### config.mk
export PLATFORM = sky130hd
export DESIGN_NAME = ioctl_upload_reader
export DESIGN_NICKNAME = d
export VERILOG_FILES = /design/src/rtl/ioctl_pkg.sv /design/src/rtl/ioctl_prefetch_buf.sv /design/src/rtl/ioctl_upload_reader.sv
export SDC_FILE = /design/constraint.sdc
export NUM_CORES = 1
export LEC_CHECK = 0
export ABC_AREA = 1
export CAP_MARGIN = 20
export CORE_MARGIN = 5
export CORE_UTILIZATION = 40
export DETAILED_ROUTE_END_ITERATION = 8
export PLACE_DENSITY = 0.64
export SLEW_MARGIN = 20
export SYNTH_ARGS = -nofsm -noshare
export SYNTH_HDL_FRONTEND = slang
export SYNTH_SLANG_ARGS = --single-unit
export TNS_END_PERCENT = 50
### constraint.sdc
create_clock -name clk -period 3.96 [get_ports clk]
set_input_delay 1.188 -clock clk [delete_from_list [all_inputs] [get_ports clk]]
set_output_delay 1.188 -clock clk [all_outputs]
set_load 0.1 [all_outputs]
### src/rtl/ioctl_pkg.sv
// Shared ioctl file-index constants, address width and the upload reader FSM state.
package ioctl_pkg;

   localparam int IOCTL_ADDR_W = 25;

   localparam logic [7:0] IDX_ROM0   = 8'h00;
   localparam logic [7:0] IDX_ROM1   = 8'h01;
   localparam logic [7:0] IDX_ROM2   = 8'h02;
   localparam logic [7:0] IDX_ROM3   = 8'h03;
   localparam logic [7:0] IDX_TAPE   = 8'h04;
   localparam logic [7:0] IDX_CPR    = 8'h05;
   localparam logic [7:0] IDX_BIN    = 8'h06;
   localparam logic [7:0] IDX_UPLOAD = 8'h08;

   typedef enum logic [1:0] {
      ST_IDLE  = 2'd0,
      ST_FETCH = 2'd1,
      ST_DONE  = 2'd2
   } upl_state_t;

endpackage

### src/rtl/ioctl_prefetch_buf.sv
// One-byte prefetch register tagged with its upload address; hit is combinational.
// Cleared for the whole time no session is open.
module ioctl_prefetch_buf
   import ioctl_pkg::*;
(
   input  logic                    i_clk,
   input  logic                    i_reset,
   input  logic                    i_clr,
   input  logic                    i_load,
   input  logic [IOCTL_ADDR_W-1:0] i_load_tag,
   input  logic [7:0]              i_load_dat,
   input  logic [IOCTL_ADDR_W-1:0] i_look_addr,
   output logic                    o_hit,
   output logic [7:0]              o_dat
);

   logic                    r_vld;
   logic [IOCTL_ADDR_W-1:0] r_tag;
   logic [7:0]              r_dat;

   always_ff @(posedge i_clk) begin
      if (i_reset || i_clr) begin
         r_vld <= 1'b0;
         r_tag <= '0;
         r_dat <= '0;
      end else if (i_load) begin
         r_vld <= 1'b1;
         r_tag <= i_load_tag;
         r_dat <= i_load_dat;
      end
   end

   assign o_hit = r_vld && (r_tag == i_look_addr);
   assign o_dat = r_dat;

endmodule

### src/rtl/ioctl_upload_reader.sv
// HPS upload reader: serves ioctl_rd strobes from SDRAM via mem_rd/mem_ack, out-of-range reads return FILL_BYTE.
// Optional UPLOAD_PREFETCH_EN keeps the next sequential byte in a tagged one-byte buffer.
module ioctl_upload_reader
   import ioctl_pkg::*;
#(
   parameter int                      ADDR_W       = 23,
   parameter logic [ADDR_W-1:0]       BASE_ADDR    = '0,
   parameter logic [IOCTL_ADDR_W-1:0] LIMIT        = 25'h020000,
   parameter logic [7:0]              UPLOAD_INDEX = IDX_UPLOAD,
   parameter logic [7:0]              FILL_BYTE    = 8'hFF
)(
   input  logic                    clk,
   input  logic                    reset,
   input  logic                    ioctl_upload,
   input  logic                    ioctl_rd,
   input  logic [IOCTL_ADDR_W-1:0] ioctl_addr,
   input  logic [7:0]              ioctl_index,
   output logic [7:0]              ioctl_din,
   output logic                    ioctl_wait,
   input  logic [1:0]              bank,
   output logic                    mem_rd,
   output logic [ADDR_W-1:0]       mem_addr,
   output logic [1:0]              mem_bank,
   input  logic [7:0]              mem_dout,
   input  logic                    mem_ack,
   output logic                    active,
   output logic                    proto_err
);

   upl_state_t        r_state;
   logic              r_active;
   logic [7:0]        r_din;
   logic              r_wait;
   logic              r_mem_rd;
   logic [ADDR_W-1:0] r_mem_addr;
   logic [1:0]        r_mem_bank;
   logic              r_proto_err;
   logic              r_drain;
   logic              r_hold;
   logic [ADDR_W-1:0] r_req_mem;
   logic [1:0]        r_req_bank;

   logic              w_active_now;
   logic              w_strobe;
   logic              w_in_range;
   logic [ADDR_W-1:0] w_mem_addr_req;

   assign w_active_now   = ioctl_upload && (ioctl_index == UPLOAD_INDEX);
   assign w_strobe       = ioctl_rd && r_active;
   assign w_in_range     = (ioctl_addr < LIMIT);
   assign w_mem_addr_req = BASE_ADDR + ioctl_addr[ADDR_W-1:0];

`ifdef UPLOAD_PREFETCH_EN
   logic                    r_pf_pend;
   logic [IOCTL_ADDR_W-1:0] r_pf_addr;
   logic [IOCTL_ADDR_W-1:0] r_req_addr;
   logic [IOCTL_ADDR_W-1:0] w_serve_addr;
   logic [IOCTL_ADDR_W-1:0] w_next_addr;
   logic                    w_next_ok;
   logic [ADDR_W-1:0]       w_next_mem;
   logic                    w_pf_hit;
   logic [7:0]              w_pf_dat;
   logic                    w_pf_load;

   assign w_serve_addr = (r_state == ST_FETCH) ? r_req_addr : ioctl_addr;
   assign w_next_addr  = w_serve_addr + 25'd1;
   assign w_next_ok    = (w_next_addr < LIMIT);
   assign w_next_mem   = BASE_ADDR + w_next_addr[ADDR_W-1:0];
   // A prefetch that outlives its session is dropped on arrival, never loaded.
   assign w_pf_load    = mem_ack && r_pf_pend && r_active;

   ioctl_prefetch_buf u_pf (
      .i_clk       (clk),
      .i_reset     (reset),
      .i_clr       (!r_active),
      .i_load      (w_pf_load),
      .i_load_tag  (r_pf_addr),
      .i_load_dat  (mem_dout),
      .i_look_addr (ioctl_addr),
      .o_hit       (w_pf_hit),
      .o_dat       (w_pf_dat)
   );
`endif

   always_ff @(posedge clk) begin
      if (reset) begin
         r_state     <= ST_IDLE;
         r_active    <= 1'b0;
         r_din       <= 8'h00;
         r_wait      <= 1'b0;
         r_mem_rd    <= 1'b0;
         r_mem_addr  <= '0;
         r_mem_bank  <= 2'd0;
         r_proto_err <= 1'b0;
         r_drain     <= 1'b0;
         r_hold      <= 1'b0;
         r_req_mem   <= '0;
         r_req_bank  <= 2'd0;
`ifdef UPLOAD_PREFETCH_EN
         r_pf_pend   <= 1'b0;
         r_pf_addr   <= '0;
         r_req_addr  <= '0;
`endif
      end else begin
         r_active <= w_active_now;

         if (w_active_now && !r_active)
            r_proto_err <= 1'b0;
         else if (w_strobe && r_wait)
            r_proto_err <= 1'b1;

         case (r_state)
            ST_IDLE, ST_DONE: begin
               if (mem_ack && r_mem_rd) begin
                  r_mem_rd <= 1'b0;
`ifdef UPLOAD_PREFETCH_EN
                  r_pf_pend <= 1'b0;
`endif
               end
`ifdef UPLOAD_PREFETCH_EN
               if (!r_active)
                  r_pf_pend <= 1'b0;
`endif
               if (w_strobe) begin
                  if (!w_in_range) begin
                     r_din   <= FILL_BYTE;
                     r_state <= ST_DONE;
                  end
`ifdef UPLOAD_PREFETCH_EN
                  else if (w_pf_hit && !r_pf_pend) begin
                     r_din   <= w_pf_dat;
                     r_state <= ST_DONE;
                     if (w_next_ok) begin
                        r_mem_rd   <= 1'b1;
                        r_mem_addr <= w_next_mem;
                        r_mem_bank <= bank;
                        r_pf_pend  <= 1'b1;
                        r_pf_addr  <= w_next_addr;
                     end
                  end
`endif
                  else begin
                     r_wait     <= 1'b1;
                     r_req_mem  <= w_mem_addr_req;
                     r_req_bank <= bank;
                     r_state    <= ST_FETCH;
`ifdef UPLOAD_PREFETCH_EN
                     r_req_addr <= ioctl_addr;
`endif
                     // An access still in flight must finish before the demand read goes out.
                     if (r_mem_rd && !mem_ack)
                        r_hold <= 1'b1;
                     else begin
                        r_mem_rd   <= 1'b1;
                        r_mem_addr <= w_mem_addr_req;
                        r_mem_bank <= bank;
                     end
                  end
               end
            end

            ST_FETCH: begin
               if (mem_ack) begin
                  if (r_drain || !r_active) begin
                     r_mem_rd <= 1'b0;
                     r_wait   <= 1'b0;
                     r_drain  <= 1'b0;
                     r_hold   <= 1'b0;
                     r_state  <= ST_IDLE;
`ifdef UPLOAD_PREFETCH_EN
                     r_pf_pend <= 1'b0;
`endif
                  end else if (r_hold) begin
                     r_hold     <= 1'b0;
                     r_mem_rd   <= 1'b1;
                     r_mem_addr <= r_req_mem;
                     r_mem_bank <= r_req_bank;
`ifdef UPLOAD_PREFETCH_EN
                     r_pf_pend  <= 1'b0;
`endif
                  end else begin
                     r_mem_rd <= 1'b0;
                     r_wait   <= 1'b0;
                     r_din    <= mem_dout;
                     r_state  <= ST_DONE;
`ifdef UPLOAD_PREFETCH_EN
                     if (w_next_ok) begin
                        r_mem_rd   <= 1'b1;
                        r_mem_addr <= w_next_mem;
                        r_mem_bank <= bank;
                        r_pf_pend  <= 1'b1;
                        r_pf_addr  <= w_next_addr;
                     end
`endif
                  end
               end else if (!r_active) begin
                  // Session gone: release the host now, keep the SDRAM request up until its ack.
                  r_wait  <= 1'b0;
                  r_drain <= 1'b1;
`ifdef UPLOAD_PREFETCH_EN
                  r_pf_pend <= 1'b0;
`endif
               end
            end

            default: r_state <= ST_IDLE;
         endcase
      end
   end

   assign ioctl_din  = r_din;
   assign ioctl_wait = r_wait;
   assign mem_rd     = r_mem_rd;
   assign mem_addr   = r_mem_addr;
   assign mem_bank   = r_mem_bank;
   assign active     = r_active;
   assign proto_err  = r_proto_err;

endmodule

## After elaboration in Yosys (flattened, before gate mapping)

Cells that the tools add are included.

| operators by class | value |
|---|---|
| reductions and logical operators | 21 |
| multiplexer cells | 49 |
| eq/ne operators | 17 |
| magnitude comparators | 1 |

Operator list:

| cell | count |
|---|---|
| 2-to-1 mux 23 bit | 6 |
| one-hot mux 23 bit (2 select lines) | 1 |
| 2-to-1 mux 8 bit | 5 |
| < comparator 25 x 18 -> 1 bit, second input constant | 1 |
| 2-to-1 mux 2 bit | 11 |
| 2-to-1 mux 1 bit | 20 |
| inequality test 2 bit, second input constant | 10 |
| one-hot mux 8 bit (2 select lines) | 1 |
| AND reduction 5 bit | 2 |
| AND reduction 3 bit | 3 |
| equality test 8 x 4 -> 1 bit, second input constant | 1 |
| one-hot mux 2 bit (2 select lines) | 2 |
| AND reduction 7 bit | 1 |
| logical AND 1 bit | 6 |
| inequality test 3 bit, second input constant | 2 |
| one-hot mux 1 bit (2 select lines) | 3 |
| AND reduction 6 bit | 1 |
| inequality test 4 bit, second input constant | 1 |
| OR reduction 2 bit | 2 |
| equality test 2 x 1 -> 1 bit, second input constant | 1 |
| equality test 2 bit, second input constant | 1 |
| logical NOT 1 bit | 2 |
| logical NOT 2 bit | 1 |
| inequality test 2 x 1 -> 1 bit, second input constant | 1 |
| 3 further kinds | 3 |

| storage, ports and cells | value |
|---|---|
| bits in registers | 66 |
| input bits | 48 |

## Logic depth before layout (Yosys ltp)

| logic depth | value |
|---|---|
| word-level depth | 6 |
| mapped depth | 10 |

## Worst setup path before layout

OpenSTA, ideal clock, no wires.

| path | value |
|---|---|
| path kind | input -> register |
| from | input port ioctl_addr[21] |
| to | register r_req_mem[8] |
| arrival time | 2,041 ps |
| stages on the path | 8 |
| path slack | 1,787 ps |
| setup time | 132 ps |
| path through | nor2_1 nand2_1 nor2_1 nand3_1 buf_2 buf_2 nand2_1 a21oi_1 |

| between the ends | value |
|---|---|
| word-level cells in the longest chain between the ends | 2 |

Ends and longest elaborated chain:

| what | RTL line | text |
|---|---|---|
| start: declaration | ioctl_upload_reader.sv:16 | `input logic [IOCTL_ADDR_W-1:0] ioctl_addr,` |
| < comparator 25 x 18 -> 1 bit | ioctl_upload_reader.sv:50 | `assign w_in_range = (ioctl_addr < LIMIT);` |
| AND reduction 3 bit (no line) | - |  |
| end signal: assignment | ioctl_upload_reader.sv:144 | `r_req_mem <= w_mem_addr_req;` |
| end: declaration | ioctl_upload_reader.sv:40 | `logic [ADDR_W-1:0] r_req_mem;` |

Every way passes these cells.
A chain may end at the register's enable or synchronous reset.

## Final worst setup path

| path | value |
|---|---|
| from | register r_mem_addr[2], in the netlist mem_addr[2] |
| to | output port mem_addr[2] |

RTL lines:

| what | RTL line | text |
|---|---|---|
| start: declaration | ioctl_upload_reader.sv:35 | `logic [ADDR_W-1:0] r_mem_addr;` |
| start signal: assignment | ioctl_upload_reader.sv:155 | `r_mem_addr <= w_mem_addr_req;` |
| start signal: assignment | ioctl_upload_reader.sv:176 | `r_mem_addr <= r_req_mem;` |
| end: declaration | ioctl_upload_reader.sv:22 | `output logic [ADDR_W-1:0] mem_addr,` |

No word-level cell between the ends.

==> metrics.md <==
| Metric | Value |
|---|---|
| Outcome | `complete, no violations` |
| CTS tree | `done` |
| Cells after Synth | `493` |
| Post-synth top area cell | `dfxtp_1` |
| Crit Path Category | `reg -> out` |
| Sequential Area | `1321 um^2` |
| Critical Path Sink Type | `primary output` |
| Proportion of netlist area held by the largest area contributor | `0.4106` |
| Post-CTS resize count | `0` |
| R2r setup slk | `1.97 ns` |
| Vias in the first global route | `2,965` |
| Syn Area/Cell | `6.528 um^2` |
| CP arrival | `1.88 ns` |
| Drt first pass iters | `5` |
| Cell variety after synth | `28` |
| Reg2Reg Depth | `7` |
| Fmax achieved | `0.3256 GHz` |
| Top-count cell post-synth | `nand2_1` |
| Post-DP HPWL | `5.608 mm` |
| Worst VDD drop | `0.1485 mV` |
| DIE HEIGHT | `99.70 um` |
| Routed vias | `3,117` |
| Final setup fails | `0` |
| Gr usage total | `0.1638` |
| Total gr overflow | `0` |
| Max incr delay on CP | `1.16 ns` |
| Post-synthesis sequential area ratio | `0.4106` |
| Clock transition at path regs | `0.07 ns` |
| Min cycle time layout | `3.071 ns` |
| CP top delay family | `buffers and inverters` |
| IO Count | `85` |
| Hold slack | `0.4396 ns` |
| Final Max Slew Viols | `0` |
| Routed len/inst | `11.98 um` |
| Routed Antenna Nets | `0` |
| Max cap viols | `0` |
| Syn. warnings | `0` |
| Via density | `4.638` |
| Root Driver | `clkbuf_8` |
| Pleak | `1.789 nW` |
| Largest net degree at the start of global routing | `51` |
| Synth Net Count | `541` |
| Clock Latency Late Sink | `0.35 ns` |
| Die Wd | `99.70 um` |
| Antenna fix cells | `0` |
| H-tree levels | `3` |
| Startpoint types | `flop` |
| Share of cells above drive strength 1 | `0.06491` |
| Most frequent cells after synthesis | `nand2_1, dfxtp_1, inv_1, nor2_1, a21oi_1` |
| Worst path bufs/invs | `1` |
| Critical Path Start | `mem_addr[2]$_SDFFE_PP0P_` |
| Setup bufs post-CTS | `0` |
| Core area | `7767 um^2` |
| Measured slew at the worst slew-check pin | `0.9738 ns` |
| Synthesis-to-finish area growth | `32.31%` |
| TritonCTS buffer count | `9` |
| Slew margin rel. | `0.3488` |
| Die ar. | `9939 um^2` |
| CTS hold repair buffers | `0` |
| Largest cells by area after synthesis | `dfxtp_1, nand2_1, a21oi_1` |
| Data required, critical path | `2.77 ns` |
| Num rows | `32` |
| Clock Skew | `0.008510 ns` |
| Worst path slowest cell | `clkdlybuf4s50_1` |
| Final wirelength | `8.048 mm` |
| Initial core utilization | `0.4143` |
| Power Density | `313.7 nW/um^2` |
| Number of synthesized flops with an enable pin | `0` |
| Synth Cell Area | `3218 um^2` |
| Initial antenna violation count | `0` |
| CP Depth | `1` |
| DR iter-0 viols | `146` |
| Final std cells w/o fill | `672` |
| Max Buffers Root-to-Sink | `2` |
| DRC | `0` |
| Worst Path Max Fanout | `2` |
| CP endpoint | `mem_addr[2]` |
| FF-to-FF End | `ioctl_din[2]$_SDFFE_PP0P_` |
| CTS sink count | `66` |
| HP Class | `reg -> reg` |
| Period utilization | `0.7756` |
| Primary FF master, synth | `dfxtp_1` |
| Area of the multi-input gates | `1498 um^2` |
| Final net count | `613` |
| Gpl congestion | `0.8270` |
| Number of port buffers | `84` |
| RSZ-0062 raised after global routing | `false` |
| First-pass GRT wire length | `13.27 mm` |
| Cell Chain, Critical Path | `clkdlybuf4s50_1` |
| Hold Fails Final Rpt | `0` |
| Async set or reset register ratio after synthesis | `0` |
| Reg2reg start | `r_state[0]$_SDFFE_PP0P_` |
| Setup TNS | `0 ns` |
| Layout filler cell count | `795` |
| Number of synthesized register bits | `66` |
| Dpl cells | `656` |
-- worst reg2reg max path: cells and delay by family, from the launching register on --
kind,cells,cell delay (ns)
flops,1,0.52
simple gates,6,1.33
buf+inv,1,0.06
-- state kept, by name, summed over array words and instances, names as in the netlist --
register / count
mem_bank: 2
r_state: 2
ioctl_din: 8
ioctl_wait: 1
r_req_mem: 23
r_req_bank: 2
active: 1
mem_addr: 23
r_drain: 1
mem_rd: 1
r_hold: 1
proto_err: 1
-- worst min-delay path by stage --
stage                               start                         end  slack [ns]  cells after the start
6_report       r_req_mem[19]$_SDFFE_PP0P_  r_req_mem[19]$_SDFFE_PP0P_        0.44                      2
5_1_grt        r_req_mem[22]$_SDFFE_PP0P_  r_req_mem[22]$_SDFFE_PP0P_        0.46                      2
4_1_cts        r_req_mem[22]$_SDFFE_PP0P_  r_req_mem[22]$_SDFFE_PP0P_        0.44                      2
3_5_place_dp   r_req_mem[22]$_SDFFE_PP0P_  r_req_mem[22]$_SDFFE_PP0P_        0.43                      2
3_3_place_gp   r_req_mem[22]$_SDFFE_PP0P_  r_req_mem[22]$_SDFFE_PP0P_        0.43                      2
2_1_floorplan  r_req_mem[17]$_SDFFE_PP0P_  r_req_mem[17]$_SDFFE_PP0P_        0.42                      2
-- metrics by stage --
stage                     utilization  setup slack, ns  instance area (um^2)  total power [mW]
after global routing           0.5482           0.8277                  4258             1.385
after global placement         0.5221           0.7738                  4055            0.7754
after CTS                      0.5482           0.8786                  4258             1.351
after detailed placement       0.5221           0.7236                  4055            0.7753
final                          0.5482           0.8886                  4258             1.336
after floorplan                     -            1.787                  3218            0.7159
-- cells by family (layout without fill, tap and decap cells) --
| logic type | after synthesis | after routing | synth area share |
|---|---|---|---|
| DFF | 66 | 66 | 0.4106 |
| buffers and inverters | 89 | 166 | 0.1240 |
| AOI/OAI and AO/OA | 64 | 64 | 0.1042 |
| and+or+nand+nor | 274 | 274 | 0.3612 |
-- layout by cell type, fill, tap and decap left out, types with 2 or more instances in the layout --
master and n:
clkinv_4 4, o21ai_0 12, clkbuf_8 9, nand3_1 30, nor2_1 55, buf_4 7
nand4_1 9, dfxtp_1 66, clkdlybuf4s50_1 83, a21oi_1 49, nand2_1 162, inv_2 3
nor2_2 2, nand2_2 2, nor3_1 6, inv_1 57
-- report_power, final --
| part | total (mW) | switching (mW) | internal (mW) |
|---|---|---|---|
| Sequential | 0.663 | 0.000125 | 0.663 |
| Clock | 0.577 | 0.281 | 0.296 |
| Combinational | 0.0957 | 0.0405 | 0.0551 |
-- area by class of cell --
| type | count | share of cell area |
|---|---|---|
| Clock buffer | 9 | 0.02909 |
| Clock inverter | 7 | 0.01851 |
| Inverter | 60 | 0.05289 |
| Multi-Input combinational cell | 338 | 0.3517 |
| Sequential cell | 66 | 0.3103 |
| Tap cell | 102 | 0.02997 |
| Timing Repair Buffer | 90 | 0.2075 |
-- routing by layer --
metal  track usage  up-vias  share of wire  wire [um]
met5             0        -              0          0
met4       0.08508        0          0.025        200
met3       0.02454       13          0.049        398
met2        0.2689       87           0.47       3788
met1        0.2072     1341           0.45       3661
li1              -     1676              -          -
No activity file was read; power rests on OpenSTA's default activity.
